**src/rtl/mem_access_pkg.sv**
```systemverilog
// ----------------------------------------------------------------------------
// mem_access_pkg
// Shared types and constants for the load/store controller:
//   - WORD_SIZE / ADDR_SIZE : data and address widths (16-bit word memory)
//   - state_t               : controller FSM encoding (IDLE/READ/WRITE/RESP)
//   - LANE_HI / LANE_LO     : byte-lane select, big-endian within a word
//   - req_t                 : request fields latched on acceptance
// ----------------------------------------------------------------------------
package mem_access_pkg;

    localparam int WORD_SIZE = 16;
    localparam int ADDR_SIZE = 16;
    localparam int BYTE_SIZE = 8;

    typedef enum logic [1:0] {
        ST_IDLE  = 2'd0,
        ST_READ  = 2'd1,
        ST_WRITE = 2'd2,
        ST_RESP  = 2'd3
    } state_t;

    // Big-endian: byte address bit 0 = 0 picks the upper half of the word.
    localparam logic LANE_HI = 1'b0;
    localparam logic LANE_LO = 1'b1;

    // Only the fields still needed after acceptance are kept; the word
    // address and halfword store data go straight into the memory-side
    // registers when the request is taken.
    typedef struct packed {
        logic                 is_write;
        logic                 is_byte;
        logic                 is_signed;
        logic                 lane;
        logic [BYTE_SIZE-1:0] wbyte;
    } req_t;

endpackage

```
**src/rtl/mem_access_ctrl_if.sv**
```systemverilog
// ----------------------------------------------------------------------------
// mem_access_ctrl_if
// Pipeline-side request/response bundle of the load/store controller.
//   master : MEM stage (drives requests, receives responses)
//   slave  : mem_access_ctrl
// Signals: req_valid/req_ready handshake, req_write, req_byte, req_signed,
//          req_addr (byte address), req_wdata, resp_valid, resp_rdata,
//          resp_err.
// ----------------------------------------------------------------------------
interface mem_access_ctrl_if;
    import mem_access_pkg::*;

    logic                 req_valid;
    logic                 req_ready;
    logic                 req_write;
    logic                 req_byte;
    logic                 req_signed;
    logic [ADDR_SIZE-1:0] req_addr;
    logic [WORD_SIZE-1:0] req_wdata;
    logic                 resp_valid;
    logic [WORD_SIZE-1:0] resp_rdata;
    logic                 resp_err;

    modport master (
        output req_valid, req_write, req_byte, req_signed, req_addr, req_wdata,
        input  req_ready, resp_valid, resp_rdata, resp_err
    );

    modport slave (
        input  req_valid, req_write, req_byte, req_signed, req_addr, req_wdata,
        output req_ready, resp_valid, resp_rdata, resp_err
    );

endinterface

```
**src/rtl/mem_access_ctrl_byte_lane.sv**
```systemverilog
// ----------------------------------------------------------------------------
// byte_lane_unit
// Purely combinational byte-lane helper for the load/store controller.
//   i_word   : full memory word (big-endian lanes)
//   i_lane   : LANE_HI selects [15:8], LANE_LO selects [7:0]
//   i_signed : sign-extend the extracted byte (else zero-extend)
//   i_byte   : store byte to merge into the word
//   o_load   : extracted and extended byte
//   o_merged : i_word with the selected lane replaced by i_byte
// ----------------------------------------------------------------------------
module byte_lane_unit
    import mem_access_pkg::*;
(
    input  logic [WORD_SIZE-1:0] i_word,
    input  logic                 i_lane,
    input  logic                 i_signed,
    input  logic [BYTE_SIZE-1:0] i_byte,
    output logic [WORD_SIZE-1:0] o_load,
    output logic [WORD_SIZE-1:0] o_merged
);

    logic [BYTE_SIZE-1:0] w_sel;

    assign w_sel    = (i_lane == LANE_HI) ? i_word[15:8] : i_word[7:0];
    assign o_load   = {{(WORD_SIZE-BYTE_SIZE){i_signed & w_sel[BYTE_SIZE-1]}}, w_sel};
    assign o_merged = (i_lane == LANE_HI) ? {i_byte, i_word[7:0]}
                                          : {i_word[15:8], i_byte};

endmodule

```
**src/rtl/mem_access_ctrl.sv**
```systemverilog
// ----------------------------------------------------------------------------
// mem_access_ctrl
// Load/store controller between the CPU MEM stage and a 16-bit word memory
// with asynchronous read and synchronous write. Byte stores are done as
// read-modify-write; loads return sign/zero-extended data as a one-cycle
// response pulse.
//   clk, rst     : clock, synchronous active-high reset
//   req_bus      : pipeline request/response (mem_access_ctrl_if.slave)
//   mem_address  : word address to memory ({1'b0, addr[15:1]})
//   mem_wdata    : write data to memory
//   mem_write    : write strobe, memory commits on the rising edge
//   mem_rdata    : combinational read data from memory
// ----------------------------------------------------------------------------
module mem_access_ctrl
    import mem_access_pkg::*;
(
    input  logic                  clk,
    input  logic                  rst,
    mem_access_ctrl_if.slave      req_bus,
    output logic [ADDR_SIZE-1:0]  mem_address,
    output logic [WORD_SIZE-1:0]  mem_wdata,
    output logic                  mem_write,
    input  logic [WORD_SIZE-1:0]  mem_rdata
);

    state_t               r_state;
    state_t               w_next_state;
    req_t                 r_req;
    logic [ADDR_SIZE-1:0] r_mem_address;
    logic [WORD_SIZE-1:0] r_mem_wdata;
    logic [WORD_SIZE-1:0] r_resp_rdata;
    logic                 r_resp_err;

    logic                 w_accept;
    logic                 w_misaligned;
    logic [WORD_SIZE-1:0] w_load_byte;
    logic [WORD_SIZE-1:0] w_merged;

    byte_lane_unit u_byte_lane (
        .i_word   (mem_rdata),
        .i_lane   (r_req.lane),
        .i_signed (r_req.is_signed),
        .i_byte   (r_req.wbyte),
        .o_load   (w_load_byte),
        .o_merged (w_merged)
    );

    // Ready is masked by rst so nothing can be taken during the reset cycle.
    assign req_bus.req_ready  = (r_state == ST_IDLE) && !rst;
    assign w_accept           = req_bus.req_valid && req_bus.req_ready;
    assign w_misaligned       = !req_bus.req_byte && req_bus.req_addr[0];

    assign req_bus.resp_valid = (r_state == ST_RESP);
    assign req_bus.resp_rdata = r_resp_rdata;
    assign req_bus.resp_err   = r_resp_err;

    // The strobe is gated by rst directly so a reset landing in WRITE
    // suppresses the commit on that same edge.
    assign mem_write   = (r_state == ST_WRITE) && !rst;
    assign mem_address = r_mem_address;
    assign mem_wdata   = r_mem_wdata;

    // NOTE: every signal assigned in an always_comb gets a default first so
    // that no path through the case leaves it unassigned (no latch).
    always_comb begin
        w_next_state = r_state;
        unique case (r_state)
            ST_IDLE: begin
                if (w_accept) begin
                    if (w_misaligned)
                        w_next_state = ST_RESP;
                    else if (req_bus.req_write && !req_bus.req_byte)
                        w_next_state = ST_WRITE;
                    else
                        w_next_state = ST_READ;
                end
            end
            ST_READ:  w_next_state = r_req.is_write ? ST_WRITE : ST_RESP;
            ST_WRITE: w_next_state = ST_RESP;
            ST_RESP:  w_next_state = ST_IDLE;
            default:  w_next_state = ST_IDLE;
        endcase
    end

    // NOTE: state registers use non-blocking assignments so every flop
    // samples the pre-edge values regardless of statement order.
    always_ff @(posedge clk) begin
        if (rst) begin
            r_state       <= ST_IDLE;
            r_req         <= '0;
            r_mem_address <= '0;
            r_mem_wdata   <= '0;
            r_resp_rdata  <= '0;
            r_resp_err    <= 1'b0;
        end else begin
            r_state <= w_next_state;

            if (w_accept) begin
                r_req.is_write  <= req_bus.req_write;
                r_req.is_byte   <= req_bus.req_byte;
                r_req.is_signed <= req_bus.req_signed;
                r_req.lane      <= req_bus.req_addr[0];
                r_req.wbyte     <= req_bus.req_wdata[BYTE_SIZE-1:0];
                r_resp_err      <= w_misaligned;
                r_resp_rdata    <= '0;
                // A misaligned request never touches memory, so the word
                // address keeps showing the previous access.
                if (!w_misaligned)
                    r_mem_address <= {1'b0, req_bus.req_addr[ADDR_SIZE-1:1]};
                if (req_bus.req_write && !req_bus.req_byte)
                    r_mem_wdata <= req_bus.req_wdata;
            end

            if (r_state == ST_READ) begin
                if (r_req.is_write)
                    r_mem_wdata <= w_merged;
                else
                    r_resp_rdata <= r_req.is_byte ? w_load_byte : mem_rdata;
            end
        end
    end

endmodule

```
**src/flat_wrapper.sv**
```systemverilog
// flat-port wrapper written by rule: the top's interface ports become plain ports
module mem_access_ctrl_flat import mem_access_pkg::*;
  (clk, rst, mem_address, mem_wdata, mem_write, mem_rdata, req_bus_req_valid, req_bus_req_write, req_bus_req_byte, req_bus_req_signed, req_bus_req_addr, req_bus_req_wdata, req_bus_req_ready, req_bus_resp_valid, req_bus_resp_rdata, req_bus_resp_err);
  mem_access_ctrl_if req_bus_i ();
  input  logic clk;
  input  logic rst;
  output logic [ADDR_SIZE-1:0] mem_address;
  output logic [WORD_SIZE-1:0] mem_wdata;
  output logic mem_write;
  input  logic [WORD_SIZE-1:0] mem_rdata;
  input wire logic [$bits(req_bus_i.req_valid)-1:0] req_bus_req_valid;
  input wire logic [$bits(req_bus_i.req_write)-1:0] req_bus_req_write;
  input wire logic [$bits(req_bus_i.req_byte)-1:0] req_bus_req_byte;
  input wire logic [$bits(req_bus_i.req_signed)-1:0] req_bus_req_signed;
  input wire logic [$bits(req_bus_i.req_addr)-1:0] req_bus_req_addr;
  input wire logic [$bits(req_bus_i.req_wdata)-1:0] req_bus_req_wdata;
  output wire logic [$bits(req_bus_i.req_ready)-1:0] req_bus_req_ready;
  output wire logic [$bits(req_bus_i.resp_valid)-1:0] req_bus_resp_valid;
  output wire logic [$bits(req_bus_i.resp_rdata)-1:0] req_bus_resp_rdata;
  output wire logic [$bits(req_bus_i.resp_err)-1:0] req_bus_resp_err;
  assign req_bus_i.req_valid = req_bus_req_valid;
  assign req_bus_i.req_write = req_bus_req_write;
  assign req_bus_i.req_byte = req_bus_req_byte;
  assign req_bus_i.req_signed = req_bus_req_signed;
  assign req_bus_i.req_addr = req_bus_req_addr;
  assign req_bus_i.req_wdata = req_bus_req_wdata;
  assign req_bus_req_ready = req_bus_i.req_ready;
  assign req_bus_resp_valid = req_bus_i.resp_valid;
  assign req_bus_resp_rdata = req_bus_i.resp_rdata;
  assign req_bus_resp_err = req_bus_i.resp_err;
  mem_access_ctrl u_core (.clk(clk), .rst(rst), .req_bus(req_bus_i), .mem_address(mem_address), .mem_wdata(mem_wdata), .mem_write(mem_write), .mem_rdata(mem_rdata));
endmodule
```
**config.mk**
```make
export PLATFORM = sky130hd
export DESIGN_NAME = mem_access_ctrl_flat
export DESIGN_NICKNAME = d
export VERILOG_FILES = /design/src/rtl/mem_access_pkg.sv /design/src/rtl/mem_access_ctrl_if.sv /design/src/rtl/mem_access_ctrl_byte_lane.sv /design/src/rtl/mem_access_ctrl.sv /design/src/flat_wrapper.sv
export SDC_FILE = /design/constraint.sdc
export NUM_CORES = 1
export LEC_CHECK = 0
export CAP_MARGIN = 20
export CORE_MARGIN = 2
export CORE_UTILIZATION = 44
export CTS_CLUSTER_SIZE = 10
export DETAILED_ROUTE_END_ITERATION = 8
export GPL_TIMING_DRIVEN = 0
export PLACE_DENSITY = 0.83
export RECOVER_POWER = 100
export SLEW_MARGIN = 10
export SYNTH_ARGS = -nofsm -noshare
export SYNTH_HDL_FRONTEND = slang
export SYNTH_SLANG_ARGS = --single-unit
```
**constraint.sdc**
```tcl
create_clock -name clk -period 2.2 [get_ports clk]
set_input_delay 0.44 -clock clk [delete_from_list [all_inputs] [get_ports clk]]
set_output_delay 0.44 -clock clk [all_outputs]
set_load 0.02 [all_outputs]
```
; ---- After elaboration in Yosys (flattened, before gate mapping)
; Cells that the tools add are included.
[classes]
n_eq_ne = 4
mux = 15
bitwise_logic = 2
reduce_logical = 9
[op_table]
columns = operator, n
row1 = 16-bit two-way mux, 9
row2 = 8-bit two-way mux, 1
row3 = 2-bit one-hot mux with 4 select lines, 1
row4 = 2-bit two-way mux, 3
row5 = 1-bit logical AND, 5
row6 = 2-bit == test (second input constant), 2
row7 = 2-bit by 1-bit == test with 1-bit output (second input constant), 1
row8 = 1-bit zero test, 2
row9 = 2-bit zero test, 1
row10 = 2-bit by 1-bit != test with 1-bit output (second input constant), 1
row11 = 2-bit AND reduction, 1
row12 = 1-bit AND, 1
row13 = 1-bit two-way mux, 1
row14 = 1-bit inverter, 1
[totals]
ff_bits = 62
inputBits = 54
output_inout_bits = 52
word_cells = 40

; ---- Longest topological paths before layout
; Gate-level depths: netlist of the first run.
[depth]
depth_word = 6
depth_mapped = 8
depth_no_buf = 6

; ---- Hierarchy
; A second synthesis of the first run with hierarchy kept.
[unflattened]
hier_cells = 371
area_unflattened_um2 = 3176.8
[modules_own_cells]
columns = module, instances, cells_per_inst, area_per_inst_um2, seq_area_each_um2
row1 = mem_access_ctrl, 1, 336, 2803.9, 1241.2
row2 = byte_lane_unit, 1, 35, 372.9, 0.0

; ---- Least setup slack after synthesis of the first run
; Ideal clock, no wire load.
[synth_path]
kind = register -> register
start = reg u_core.r_state[0]
end = reg u_core.r_mem_wdata[15], in the netlist u_core.mem_wdata[15]
setup_time_ns = 0.088
arrival_ns = 1.558
required_ns = 2.112
setup_slack_ns = 0.554
path_stages_with_launch = 8
n_path_buf = 1
synth_period_minus_slack_ns = 1.646
path_cell_list = dfxtp_1 > inv_1 > ha_1 > and3b_2 > nand3_1 > buf_2 > nand2_1 > a311oi_2
[synth_via]
elab_chain_cells = 6
word_cells_on_any_way = 7
cone_classes = eq/ne (1) / mux (3) / reduce/logical (3)
[synth_lines]
columns = item, line_no
row1 = start: declaration, mem_access_ctrl.sv:26  ; state_t r_state;
row2 = start signal: assignment, mem_access_ctrl.sv:96  ; r_state <= w_next_state;
row3 = 2-bit zero test, mem_access_ctrl.sv:49  ; assign req_bus.req_ready = (r_state == ST_IDLE) && !rst;
row4 = 1-bit logical AND, mem_access_ctrl.sv:49
row5 = 1-bit logical AND, mem_access_ctrl.sv:50  ; assign w_accept = req_bus.req_valid && req_bus.req_ready;
row6 = 16-bit two-way mux, mem_access_ctrl.sv:98  ; if (w_accept) begin
row7 = 16-bit two-way mux, mem_access_ctrl.sv:115  ; if (r_req.is_write)
row8 = 16-bit two-way mux (*), mem_access_ctrl.sv:114  ; if (r_state == ST_READ) begin
row9 = end signal: assignment, mem_access_ctrl.sv:111  ; r_mem_wdata <= req_bus.req_wdata;
row10 = end signal: assignment, mem_access_ctrl.sv:116  ; r_mem_wdata <= w_merged;
row11 = end: declaration, mem_access_ctrl.sv:30  ; logic [WORD_SIZE-1:0] r_mem_wdata;
; Mark *: on every way between the ends. The rest lies on a longest branch, timed or not.
; A chain may end at the register's enable or synchronous reset.

; ---- Worst setup path after layout of the first run
[layout_path]
start = in rst
end = out req_bus_req_ready
[layout_via]
elab_chain_cells = 2
[layout_lines]
columns = item, line_no
row1 = start: declaration, flat_wrapper.sv:6  ; input logic rst;
row2 = 1-bit zero test, mem_access_ctrl.sv:49
row3 = 1-bit logical AND, mem_access_ctrl.sv:49
row4 = end: declaration, flat_wrapper.sv:17  ; output wire logic [$bits(req_bus_i.req_ready)-1:0] req_bus_req_ready;
; Every way passes these cells.

==> results by stage, run 1 <==
Status:
- The flow ran to the end, and the final reports show no timing, DRC or antenna violations.

Detailed routing:
- The via-per-instance ratio is between 5 and 6.
- The total via count after detailed routing is approximately 2,900.
- After detailed routing, the average wire length per cell comes to ~16 um.
- The number of DRC markers in iteration 0 is 230.
- The number of design rule violations left after detail routing is 0.
- The overall routed net length is approximately 8600 um.
- The number of nets with antenna violations after routing is 0.
- The first-pass detailed-route iteration total is 4.

Clock network:
- The largest buffer count on any clock path is 2.
- The count of clock tree sinks is 62.
- The post-CTS clock slew at the launch and capture registers of the worst setup and hold paths is 0.07 ns.
- The clock tree from TritonCTS is done.
- The CTS buffer count is 9.
- The total setup buffers inserted after CTS is 0.
- In this run the number of H-tree levels came out at 3.
- The root buffer cell chosen for the clock tree is clkbuf_8.
- For the worst-skew pair, the clock arrives at the later sink with an insertion delay of approximately 0.35 ns.

Placed design:
- The quantity of I/O buffers inserted on ports is around 100.
- The congestion estimate from routability-driven global placement came to just over 0.9.
- The count of placed standard cells including taps is ~520.
- Once detailed placement completed, the half-perimeter wirelength came to 6290 um.

Synth:
- The count of warnings emitted by yosys is 0.
- The cell count after synthesis came out at 342.
- The number of nets in the synthesized netlist is 401.
- The sequential area share after synthesis is between 40% and 50%.
- The average size of a mapped cell is 8.36 sq um.
- After synthesis the netlist holds a flip-flop and latch count of 62.
- The post-synthesis cell area is roughly 2900 sq um.
- The distinct cell type count of the synthesized netlist is 30.

Setup path:
- The worst register-to-register path has a depth of 7.
- The highest fanout seen on the critical path is 10.
- The data arrival time at the worst-slack endpoint is 1.59 ns.
- The worst register-to-register path ends at u_core.mem_wdata[8].
- The startpoint identified for the worst register-to-register timing path is u_core.r_state[0].
- The path type of the worst setup path is in2out.
- Tracing the worst setup path back leads to its startpoint at rst.
- STA classifies the critical path endpoint as a primary output.
- The reg2reg setup slack is about 0.17 ns.
- The startpoint class of the critical path is a primary input.
- The worst path required time is about 1.8 ns.
- The most critical setup path has its endpoint at req_bus_req_ready.

Timing:
- The clock tree skew after final layout is around 0.0095 ns.
- The transition time of the tightest slew-check pin is between 0.6 and 0.7 ns.
- Static timing analysis puts the maximum clock frequency at 493 MHz.
- The post-route setup TNS is 0 ns.
- The hold violation total from the final report is 0.
- Setup violations remaining at the end of the flow were counted as 0.
- The final-report max-slew violation count is 0.
- Setup repair after global routing left no endpoint under its margin.
- The worst path needs ~2.0 ns of the cycle, external delays included.
- The final clock period utilization by the worst path is between 90% and 100%.
- The max-slew headroom at the worst pin is a little under three fifths.

Pwr:
- Across the VDD grid, the largest voltage drop is 0.538 mV.
- The design draws between 3 and 4 mW.
- The static leakage is roughly 1.7 nW.
- For this design the ratio of total power to cell area is just over 900 nW/um^2.

GRT:
- The via count of the first global-routing pass is a little under 3,000.
- The first global-routing pass estimated 14,200 um of wire.
- The overall fraction of global-route tracks in use is 25.1%.
- The maximum number of pins on one net before global-route repair is 12.
- The number of antenna violations at the first check in global routing is 0.
- The overflow left after global routing is 0.

Cells and area:
- The most common cell after layout, fill and taps aside is nand2_1.
- The top cell types in the final layout, fill and taps aside, are nand2_1, dfxtp_1, clkdlybuf4s50_1, dlygate4sd3_1, a21oi_1.
- The number of filler instances in the final layout is approximately 550.
- The antenna cell count is 0.
- Once layout is complete, the utilization of the core stands at approximately two thirds.
- The count of nets after finishing is just over 500.
- The area overhead of the layout relative to synthesis is 46.6%.
- The non-filler instance count after layout is around 540.
- Of the cells placed in the final design, the portion with a size suffix greater than 1 is under 10%.

Floorplan:
- The total area inside the core boundary comes to 6310 sq um.
- The die area is roughly 7200 sq um.
- The floorplan has 29 rows.
- For this configuration, the core starts out at a cell density of between 40% and 50%.
- For this design the top-level I/O count stands at between 100 and 150.
- The width of the die is about 85 um.
- From bottom edge to top edge, the die measures 84.6 um.

Flow run:
- The tool flagged a number of max-cap violations equal to 0.

Hold path:
- The path type of the worst min-delay path is reg2reg.
[worst max-delay path, cell delays in order]
cell,delay (ns)
clkdlybuf4s50_1,0.45
clkbuf_2,0.20
nor2b_1,0.15
dlygate4sd2_1,0.34
[synthesized netlist by cell type]
library cell	number	share of area (%)
nand3_1	10	1.8
nand3b_1	13	3.4
nand2b_1	11	2.4
nor2_1	4	0.53
inv_1	4	0.53
nor2b_1	19	4.2
a311oi_1	19	5.8
nand2_1	91	12
conb_1	1	0.13
mux2_2	9	3.5
a21oi_2	1	0.31
and3_1	1	0.22
dfxtp_1	62	43
nand4_1	1	0.22
a21oi_1	32	5.6
o21ai_0	2	0.35
mux2i_1	1	0.35
buf_1	1	0.13
clkbuf_1	18	2.4
buf_6	2	0.79
a211oi_1	17	4.5
o311ai_0	1	0.31
o21ai_1	1	0.17
ha_1	5	2.2
or2_2	1	0.22
buf_4	1	0.26
buf_2	7	1.2
and3b_2	1	0.35
a311oi_2	5	2.6
nor3_1	1	0.17
[worst min path at each step]
stage	startpoint	to	cells past startpoint
2_1_floorplan	u_core.r_req[9]	u_core.r_req[9]	2
3_3_place_gp	u_core.mem_address[0]	u_core.mem_address[0]	2
3_5_place_dp	u_core.mem_address[4]	u_core.mem_address[4]	2
4_1_cts	u_core.mem_address[8]	u_core.mem_address[8]	2
5_1_grt	u_core.mem_address[12]	u_core.mem_address[12]	2
6_report	u_core.mem_address[6]	u_core.mem_address[6]	2
[metal layers]
metal	global-route usage [%]	up-vias	part of all wire (%)
met5	0	-	0
met1	31.9	1365	42
met4	12.6	0	2.9
li1	-	1425	-
met2	40.1	112	48
met3	5.41	19	6.9
[cell type report]
| class | instances | area [sq um] | area share [%] |
|---|---|---|---|
| multi-input cells | 247 | 1450 | 34.6 |
| flip-flops and latches | 62 | 1240 | 29.6 |
| repair buffers | 104 | 1040 | 24.8 |
| plain buffers | 29 | 136 | 3.26 |
| clock buffers | 10 | 128 | 3.05 |
| well taps | 77 | 96.3 | 2.30 |
| clock inverters | 6 | 86.3 | 2.06 |
| inverters | 4 | 15.0 | 0.358 |
[flip-flops by register name, indices dropped and copies added (netlist names)]
name,cells
u_core.mem_address,15
u_core.mem_wdata,16
u_core.r_req,12
u_core.r_state,2
u_core.req_bus.resp_err,1
u_core.req_bus.resp_rdata,16
[timing repair]
| item | in CTS | in global routing |
|---|---|---|
| gates resized for setup | 3 | 0 |
| hold buffers | 0 | 0 |
| setup endpoints to repair | 2 | 0 |
[through the flow]
stage | hold WS, ns | area [sq um] | setup slack, ns
CTS | 0.457 | 4210 | 0.196
global placement | 0.441 | 4000 | -0.141
finish | 0.453 | 4190 | 0.172
global route | 0.483 | 4190 | 0.0329
detailed placement | 0.447 | 4000 | -0.137
floorplan | 0.450 | 2860 | 0.554
[where the power goes]
part	leakage [nW]	switching, mW	internal (mW)
registers	0.506	0.109	1.31
clock network	0.106	0.473	0.636
logic	1.06	0.720	0.553
total	1.67	1.30	2.50
[logic make-up (layout without fill, tap and decap cells)]
family                     Yosys count  in the layout  synth area share, %
DFF                                 62             62                 43.4
AOI/OAI and AO/OA                   78             78                 19.7
adders and majority gates            5              5                 2.19
and+or+nand+nor                    153            153                 25.4
muxes                               10             10                 3.90
buffers and inverters               33            153                 5.30
other                                1              1                0.131
(Power assumes the default switching activity.)
==> run 2, diff against run 1 <==
CORE_MARGIN = default   (was 2)
==> run 2 against run 1 <==
Effect of this change:
- setup slack lost 0.0018 ns
- die area shrank 4.7%
- highest routed layer unchanged
- maximum frequency is essentially flat
- core utilization grew 2.2 points
- sequential power is essentially flat
- sequential share of layout area grew 0.080 points
- largest cell class unchanged
- clock power shrank 7%
- count of clock-buffer cells in the layout grew 3
- critical path depth shrank 2
- via count shrank 1.8%
==> results by stage, run 2 (synthesized netlist as in run 1, its figures left out) <==
Setup path:
- The worst register-to-register path begins at u_core.r_state[0].
- The biggest cell delay along the critical path is 0.68 ns (+0.23 ns).
- Traced cell by cell, the critical path runs through ha_1, dlygate4sd3_1.
- The worst setup path is of the reg2out kind.
- The data arrival time at the worst-slack endpoint came to 1.59 ns (about the same).
- The endpoint of the worst-slack reg-to-reg timing path is u_core.mem_wdata[9].
- The worst path required time is 1.76 ns (about the same).
- The highest-delay cell along the critical path is dlygate4sd3_1.
- The number of cell instances on the worst register-to-register path is 7 (unchanged).
- The reg2reg setup slack came to 0.23 ns (+0.06 ns).
- In this run the worst setup path begins at u_core.r_state[1].
- The highest fanout seen on the critical path was 4 (-6).
- The worst setup path is captured at a primary output.
- STA classifies the critical path startpoint as a flop.

Timing:
- Setup repair after global routing left no endpoint under its margin.
- The final-report max-slew violation count is 0 (unchanged).
- The transition time of the tightest slew-check pin is 0.591 ns (-0.0634 ns).
- The max-slew headroom at the worst pin is 60.2% (+4.3 points).
- The minimum clock period is 2.03 ns (+0.00176 ns).
- The final clock period utilization by the worst path is 92.3% (about the same).
- The post-route setup TNS is 0 ns (unchanged).
- The setup slack after layout is 0.170 ns (-0.00176 ns).
- The worst hold margin is 0.451 ns (-0.00183 ns).
- The count of final setup violators is 0 (unchanged).
- The fmax is 493 MHz (about the same).
- The hold violation total from the final report came to 0 (unchanged).
- The clock tree skew after final layout is 0.00509 ns (-0.00440 ns).

Clock network:
- The maximum level of the CTS H-tree is 3 (unchanged).
- The count of clock tree sinks is 62 (unchanged).
- The number of resized instances in the post-cts repair step is 3 (unchanged).
- The clock tree from TritonCTS is done.
- The hold-fix buffer count after cts was 0 (unchanged).
- Clock tree synthesis selected as its root buffer the cell clkbuf_8.
- The worst-skew pair later-pin latency came to 0.34 ns (about the same).
- The post-CTS clock slew at the launch and capture registers of the worst setup and hold paths is 0.06 ns (about the same).
- The largest buffer count on any clock path was 2 (unchanged).
- The CTS buffer count is 9 (unchanged).
- The total setup buffers inserted after CTS is 0 (unchanged).

Pwr:
- The net switching power of the design is 1.27 mW (-2.4%).
- The combinational power share is 33.9% (+0.4 points).
- The clock network fraction of design power is 27.7% (-1.5 points).
- The relative contribution of sequential cells to total power came to 38.4% (+1.1 points).
- The static leakage is 1.66 nW (-0.49%).
- The internal cell power is 2.45 mW (-2.0%).
- The switching portion of total power came to 34.2% (-0.099 points).
- The maximum VDD drop is 0.523 mV (-2.9%).
- The power per unit of standard cell area is 891 nW/um^2 (-1.8%).
- The power after layout is 3.72 mW (-2.1%).

Flow run:
- The max-capacitance violation count is 0 (unchanged).

Detailed routing:
- The routed wire length on met2 is 3970 um (-2.9%).
- The total via count after detailed routing is 2,867 (-1.8%).
- The average routed wire per standard cell is 15.7 um (-1.5%).
- The number of design rule violations left after detail routing is 0 (unchanged).
- The number of nets with antenna violations after routing is 0 (unchanged).
- The number of DRC markers in iteration 0 came to 193 (-16%).
- The via-per-instance ratio was 5.34 (-1.5%).
- The first-pass detailed-route iteration total is 5 (+1).
- The total met3 wirelength after detailed routing is 548 um (-7.9%).
- Signal routing reaches up to met4.
- The total routed wire length on the met1 layer came to 3750 um (+2.9%).
- The overall routed net length is 8420 um (-1.9%).

Placed design:
- The minimum setup slack after placement is -0.142 ns (-0.00515 ns).
- The post-DP HPWL is 6380 um (+1.5%).
- The final RePlAce weighted congestion was 0.955 (+4.7%).
- The quantity of I/O buffers inserted on ports is 104 (unchanged).

Floorplan:
- The height of the chip was 82.6 um (-2.4%).
- The floorplan core area is 6100 sq um (-3.4%).
- The standard-cell row count came to 28 (-3.4%).
- The initial cell density of the core came to 46.9% (+1.6 points).
- The width of the die is 82.6 um (-2.4%).
- The number of I/O pins is 106 (unchanged).
- The die area came to 6820 sq um (-4.7%).

Hold path:
- The worst hold path belongs to the class reg2reg.
- The startpoint of the lowest-slack hold path is u_core.mem_address[1].
- The worst hold path terminates at u_core.mem_address[1].
- The number of stages on the worst hold path is 2 (unchanged).

Cells and area:
- The layout cell share with drive strength beyond 1 is 8.23% (unchanged).
- The most common cell after layout, fill and taps aside is nand2_1.
- The count of nets after finishing is 516 (unchanged).
- The area overhead of the layout relative to synthesis is 46.2%.
- Leaving out fill and tap cells, the most frequent cells in the layout are nand2_1, dfxtp_1, clkdlybuf4s50_1, dlygate4sd3_1, a21oi_1.
- The share of the core filled with cells in the final layout is 68.5% (+2.2 points).
- The antenna cell count is 0 (unchanged).

GRT:
- The maximum number of pins on one net before global-route repair is 11 (-1).
- The wire length of the first global-routing pass came to 13,300 um (-6.5%).
- The overflow left after global routing is 0 (unchanged).
- The overall fraction of global-route tracks in use is 26.3% (+1.3 points).
- The via count of the first global-routing pass is 2,827 (-1.9%).
- The number of antenna violations at the first check in global routing is 0 (unchanged).

Status:
- The flow ran to the end, and the final reports show no timing, DRC or antenna violations.
run 2: cell count changes in the layout (fill, tap and decap cells not counted), sizes merged:
| cell | before | now |
|---|---|---|
| clkbuf | 31 | 33 |
| clkinv | 3 | 1 |
| buf | 8 | 9 |
| bufinv | 2 | 1 |
run 2: power groups by stage:
stage | sequential (mW) | combinational (mW) | clock [mW]
3_5_place_dp | 1.46 | 1.31 | 0
5_1_grt | 1.45 | 1.38 | 1.09
2_1_floorplan | 1.59 | 0.619 | 0
3_3_place_gp | 1.45 | 1.28 | 0
4_1_cts | 1.43 | 1.31 | 1.04
6_report | 1.43 | 1.26 | 1.03
run 2: how the worst max path moves through the flow:
stage,end,slack (ns),cells after the start
2_1_floorplan,u_core.mem_wdata[15],0.55,7
3_5_place_dp,mem_write,-0.14,4
5_1_grt,u_core.mem_wdata[12],0.05,7
6_report,req_bus_resp_valid,0.17,2
4_1_cts,mem_write,0.20,4
3_3_place_gp,req_bus_req_ready,-0.15,4
run 2: layout make-up:
type                            count  area (sq um)
Buffer                             29           136
Clock buffer                       13           159
Clock inverter                      3          42.5
Fill cell                         523          1920
Inverter                            4          15.0
Multi-Input combinational cell    247          1450
Sequential cell                    62          1240
Tap cell                           75          93.8
Timing Repair Buffer              104          1040
run 2: layer usage:
metal  up-vias  GRT usage (%)
met2       106           42.8
met4         0           13.3
met1      1327           33.6
met3        15           4.29
met5         -              0
li1       1419              -
run 2: metrics by stage:
| step | std cells | area (sq um) |
|---|---|---|
| final | 537 | 4180 |
| after detailed placement | 521 | 3990 |
| after global routing | 537 | 4180 |
| after global placement | 521 | 3990 |
| after floorplan | 342 | 2860 |
| after CTS | 537 | 4190 |
run 2: critical path, delay by kind of cell, from the launching register on:
family     cells  cell delay, ns
buf+inv        1            0.68
fa+ha+maj      1            0.18
flops          1            0.39
==> run 3, diff against run 2 <==
TNS_END_PERCENT = 50   (was default)
==> results of run 3 <==
Final layout, timing and power as in run 2 (identical DEF).
==> variant 1, RTL diff (settings of run 3) <==
Re-encode `state_t` (4 states) as one-hot, 4 bits wide.
--- a/src/rtl/mem_access_pkg.sv
+++ b/src/rtl/mem_access_pkg.sv
@@ -14,7 +14,7 @@
 
-    typedef enum logic [1:0] {
-        ST_IDLE  = 2'd0,
-        ST_READ  = 2'd1,
-        ST_WRITE = 2'd2,
-        ST_RESP  = 2'd3
+    typedef enum logic [3:0] {
+        ST_IDLE  = 4'b0001,
+        ST_READ  = 4'b0010,
+        ST_WRITE = 4'b0100,
+        ST_RESP  = 4'b1000
     } state_t;
Formal check against the unedited RTL: no difference found for any inputs over 10 cycles, from zero or initial values and one cycle with rst high; not proved beyond that.
==> variant 1 against run 3 <==
Count of clock-buffer cells in the layout down 1. Die area up 0.56%. Sequential cell count up 2. Critical path depth up 3. Synthesized area up 0.57%. Final cell count down 3.4%. Worst setup slack worse by 83 ps. Wire length about the same. Cell area down 0.51%. Worst hold slack better by 34 ps.
Power is not compared: it rests on default switching activity, and its combinational part moved more than twofold at a synthesized area within 25%.
==> variant 1: results (changes against run 3) <==
\begin{tabular}{lr}
\hline
Metric & Value \\
\hline
\multicolumn{2}{l}{\textbf{Synthesis}} \\
Sequential cell area fraction in the yosys report & 44.6\% (+1.1 points) \\
Most frequently used flop master after synthesis & sky130\_fd\_sc\_hd\_\_dfxtp\_1 \\
Commonest cells in the synthesized netlist & 64 x sky130\_fd\_sc\_hd\_\_dfxtp\_1, 31 x sky130\_fd\_sc\_hd\_\_nand2\_1, 31 x sky130\_fd\_sc\_hd\_\_nor2\_1 \\
Main area contributors after synthesis & sky130\_fd\_sc\_hd\_\_dfxtp\_1 45\%, sky130\_fd\_sc\_hd\_\_a211oi\_1 6.3\%, sky130\_fd\_sc\_hd\_\_mux2i\_1 5.6\%, sky130\_fd\_sc\_hd\_\_nand2b\_1 5.0\%, sky130\_fd\_sc\_hd\_\_a311oi\_1 4.6\% \\
Synthesized netlist net count & 377 (-6.0\%) \\
Count of distinct cell types in the synthesized netlist & 32 (+6.7\%) \\
\multicolumn{2}{l}{\textbf{Global route}} \\
Met3 Track Usage GR & 9.34\% (+5.1 points) \\
GR met1 Demand/Resource & 29.1\% (-4.4 points) \\
Pin count of the biggest net entering global routing & 11 (unchanged) \\
Global-route wire length before repair & 13700 µm (+3.0\%) \\
M2 GR Usage & 41.6\% (-1.2 points) \\
Via count of the first global-routing pass & 2854 (+0.96\%) \\
\multicolumn{2}{l}{\textbf{Route}} \\
Total Wirelength & 8430 µm (about the same) \\
Violation count after the first detailed-route iteration & 192 (-0.52\%) \\
Routed wire length on met2 & 3970 µm (about the same) \\
Met1 wire length & 3460 µm (-7.8\%) \\
Met3 wirelength from detailed routing & 828 µm (+51\%) \\
\multicolumn{2}{l}{\textbf{Worst setup path}} \\
Delay of the slowest critical-path stage & 320 ps (-360 ps) \\
Critical path peak fanout & 10 (+6) \\
Worst endpoint data arrival time & 1670 ps (+80 ps) \\
Library cell contributing the largest single delay on the critical path & sky130\_fd\_sc\_hd\_\_dlygate4sd2\_1 \\
Category of cells accounting for the largest share of critical-path delay & buffers and inverters \\
\multicolumn{2}{l}{\textbf{Pwr}} \\
Static power due to leakage & 0.00168 µW \\
\multicolumn{2}{l}{\textbf{Clock tree}} \\
Post-CTS setup buffer count & 0 (unchanged) \\
Clock latency on the worst-skew pair & 340 ps (about the same) \\
\multicolumn{2}{l}{\textbf{Run status}} \\
Status & complete, no violations \\
\multicolumn{2}{l}{\textbf{Layout}} \\
Final nets & 492 (-4.7\%) \\
Ratio of cells with drive above 1 in the final layout & 8.14\% (-0.080 points) \\
\multicolumn{2}{l}{\textbf{Place}} \\
Placer's final routability congestion estimate & 0.913 (-4.4\%) \\
DP HPWL & 6250 µm (-2.0\%) \\
Pre-CTS setup slack & -760 ps (-617 ps) \\
\multicolumn{2}{l}{\textbf{Timing}} \\
Clock skew & 10.8 ps (+5.75 ps) \\
Normalized max-slew margin & 57.8\% (-2.4 points) \\
\hline
\end{tabular}
variant 1: power by group through the flow:
stage / clock, µW / combinational, µW / sequential [µW]
2_1_floorplan: 0 / 203 / 1280
3_3_place_gp: 0 / 435 / 1260
3_5_place_dp: 0 / 441 / 1260
4_1_cts: 914 / 446 / 1240
5_1_grt: 964 / 466 / 1240
6_report: 894 / 431 / 1240
variant 1: cell type report:
cell class	count	area, µm²
timing repair buffer	104	1030
clock inverter	3	17.5
clock buffer	12	155
fill	581	2160
buffer	29	138
sequential	64	1280
inverter	1	3.75
multi-input combinational	229	1430
tap	77	96.3
variant 1: final timing paths:
check	from	end	slack [ps]	depth (start not counted)
max	rst	mem_write	90	5
min	u_core.mem_wdata[0]	u_core.mem_wdata[0]	480	2
max reg2reg	u_core.r_state[1]	u_core.mem_wdata[4]	150	6
min reg2reg	u_core.mem_wdata[0]	u_core.mem_wdata[0]	480	2
variant 1: kinds of logic (layout without fill, tap and decap cells):
family / count (synthesis) / after routing / synth area share [%]
buffers and inverters: 30 / 149 / 5.31
other: 1 / 1 / 0.130
AO/OA/AOI/OAI: 75 / 75 / 18.4
XOR/XNOR: 1 / 1 / 0.305
flip-flops: 64 / 64 / 44.6
multiplexers: 24 / 24 / 8.71
AND/OR/NAND/NOR: 128 / 128 / 22.6
variant 1: per-stage QoR:
stage                     power, µW  hold slack [ps]  TNS, ps  area (µm²)  cells
after global placement         1690              473    -4520        4010    504
after floorplan                1490              449        0        2870    323
after detailed placement       1700              475    -4400        4010    504
final                          2560              485        0        4160    519
after CTS                      2600              487        0        4190    519
after global routing           2670              503        0        4160    519
variant 1: timing repair:
action / in CTS / in global routing
hold buffers: 0 / 0
setup endpoints to repair: 3 / 0
resized for setup: 14 / 0
==> variant 2, RTL diff (config.mk and constraints of run 3) <==
Made on the original files. `ADDR_SIZE`: 16 -> 32. Comments in the files are not updated.
--- a/src/rtl/mem_access_pkg.sv
+++ b/src/rtl/mem_access_pkg.sv
@@ -11,3 +11,3 @@
     localparam int WORD_SIZE = 16;
-    localparam int ADDR_SIZE = 16;
+    localparam int ADDR_SIZE = 32;
     localparam int BYTE_SIZE = 8;
Interface: changed (resized mem_address and req_bus_req_addr); port bits go from 106 to 138. The function was not compared with the original's and may differ.
==> variant 2 against run 3 <==
Sequential cell count grew 16. Worst setup slack gained 17 ps. Clock power grew 26%. Final cell count grew 23%. Synthesized cell count grew 20%. Power grew 20%. Synthesized area grew 20%. Via count grew 23%. Non-clock buffer count grew 37. Core utilization grew 0.31 points. Cell area grew 22%. Worst hold slack is essentially flat. Wire length grew 21%. Largest power group unchanged.
==> variant 2: results (changes against run 3) <==
\begin{tabular}{lr}
\hline
Metric & Value \\
\hline
\multicolumn{2}{l}{\textbf{Clock tree}} \\
Resized cells post-CTS & 2 (-1) \\
Clock latency on the worst-skew pair & 360 ps (+20 ps) \\
Clock edge transition at the registers on the reported setup and hold paths & 80 ps (+20 ps) \\
\multicolumn{2}{l}{\textbf{Timing}} \\
Clock skew & 12.1 ps (+6.99 ps) \\
Slew at the pin closest to its max-slew limit & 564 ps (-27.5 ps) \\
\multicolumn{2}{l}{\textbf{Place}} \\
Number of port buffers & 135 (+30\%) \\
Placed Area & 4910 µm² (+23\%) \\
Placer's final routability congestion estimate & 0.827 (-13\%) \\
Post-Place Cells & 646 (+24\%) \\
DP HPWL & 7650 µm (+20\%) \\
\multicolumn{2}{l}{\textbf{Pwr}} \\
Cell internal pwr & 3010 µW (+23\%) \\
Worst ir drop on vdd & 0.000389 V (-26\%) \\
Sequential group power & 1740 µW (+22\%) \\
Switching share of total power & 32.9\% (-1.3 points) \\
Static power due to leakage & 0.00202 µW (+22\%) \\
Power Combinational & 1430 µW (+13\%) \\
\multicolumn{2}{l}{\textbf{Global route}} \\
Pin count of the biggest net entering global routing & 14 (+3) \\
Aggregate global-route resource usage & 25.6\% (-0.67 points) \\
Global-route wire length before repair & 16800 µm (+26\%) \\
Via count of the first global-routing pass & 3467 (+23\%) \\
Met3 Track Usage GR & 7.32\% (+3.0 points) \\
GR met1 Demand/Resource & 32.1\% (-1.5 points) \\
M2 GR Usage & 41.9\% (-0.89 points) \\
\multicolumn{2}{l}{\textbf{Route}} \\
Violation count after the first detailed-route iteration & 155 (-20\%) \\
Routed WL per cell & 15.4 µm (-1.7\%) \\
Average via count per standard cell & 5.33 (-0.15\%) \\
\multicolumn{2}{l}{\textbf{Layout}} \\
Ratio of cells with drive above 1 in the final layout & 6.39\% (-1.8 points) \\
Filler Cells Inserted & 597 (+14\%) \\
Final nets & 633 (+23\%) \\
\multicolumn{2}{l}{\textbf{Synthesis}} \\
Commonest cells in the synthesized netlist & 123 x sky130\_fd\_sc\_hd\_\_nand2\_1, 78 x sky130\_fd\_sc\_hd\_\_dfxtp\_1, 49 x sky130\_fd\_sc\_hd\_\_a21oi\_1 \\
Count of distinct cell types in the synthesized netlist & 28 (-6.7\%) \\
Main area contributors after synthesis & sky130\_fd\_sc\_hd\_\_dfxtp\_1 46\%, sky130\_fd\_sc\_hd\_\_nand2\_1 13\%, sky130\_fd\_sc\_hd\_\_a21oi\_1 7.1\%, sky130\_fd\_sc\_hd\_\_a311oi\_2 4.4\%, sky130\_fd\_sc\_hd\_\_a211oi\_1 3.7\% \\
Synthesized netlist net count & 487 (+21\%) \\
Sequential cell area fraction in the yosys report & 45.5\% (+2.1 points) \\
\multicolumn{2}{l}{\textbf{Run status}} \\
Status & complete, no violations \\
\multicolumn{2}{l}{\textbf{Worst setup path}} \\
Worst endpoint data arrival time & 1570 ps (-20 ps) \\
\hline
\end{tabular}
==> variant 2: cell count changes after synthesis, sizes merged <==
cell    before  now
dfxtp       62   78
nand2       91  123
a21oi       33   49
clkbuf      18   22
buf         11   13
==> variant 2: cells by family (layout without fill, tap and decap cells) <==
kind of cell	count (synthesis)	in the layout	synth area share, %
AO/OA/AOI/OAI	94	94	19.5
adder cells (fa/ha/maj)	5	5	1.82
buffers and inverters	39	190	5.18
flip-flops	78	78	45.5
multiplexers	10	10	3.25
other	1	1	0.109
AND/OR/NAND/NOR	185	185	24.6
==> variant 2: routing by layer <==
metal	part of all wire, %	vias up	wire, µm
li1	-	1705	-
met1	43	1616	4380
met2	46	184	4650
met3	9.0	24	920
met4	2.5	0	252
met5	0	-	0
==> variant 2: area by class of cell <==
cell class | instances | area (µm²) | share of cell area, %
Buffer | 35 | 159 | 3.12
Clock buffer | 11 | 131 | 2.58
Clock inverter | 5 | 106 | 2.09
Inverter | 4 | 15.0 | 0.294
Multi-Input combinational cell | 295 | 1650 | 32.4
Sequential cell | 78 | 1560 | 30.6
Tap cell | 99 | 124 | 2.43
Timing Repair Buffer | 135 | 1350 | 26.4
==> variant 2: path summary, 6_finish.rpt <==
| path | to | slack, ps | from |
|---|---|---|---|
| min reg2reg | u_core.mem_address[17] | 450 | u_core.mem_address[17] |
| max | req_bus_resp_valid | 190 | u_core.r_state[1] |
| max reg2reg | u_core.mem_wdata[15] | 190 | u_core.r_state[0] |
| min | u_core.mem_address[17] | 450 | u_core.mem_address[17] |
==> variant 2: worst min-delay path, delay by kind of cell (launching register included) <==
| kind | cells | cell delay, ps |
|---|---|---|
| flip-flops | 1 | 310 |
| AO/OA/AOI/OAI | 1 | 50 |
| AND/OR/NAND/NOR | 1 | 50 |
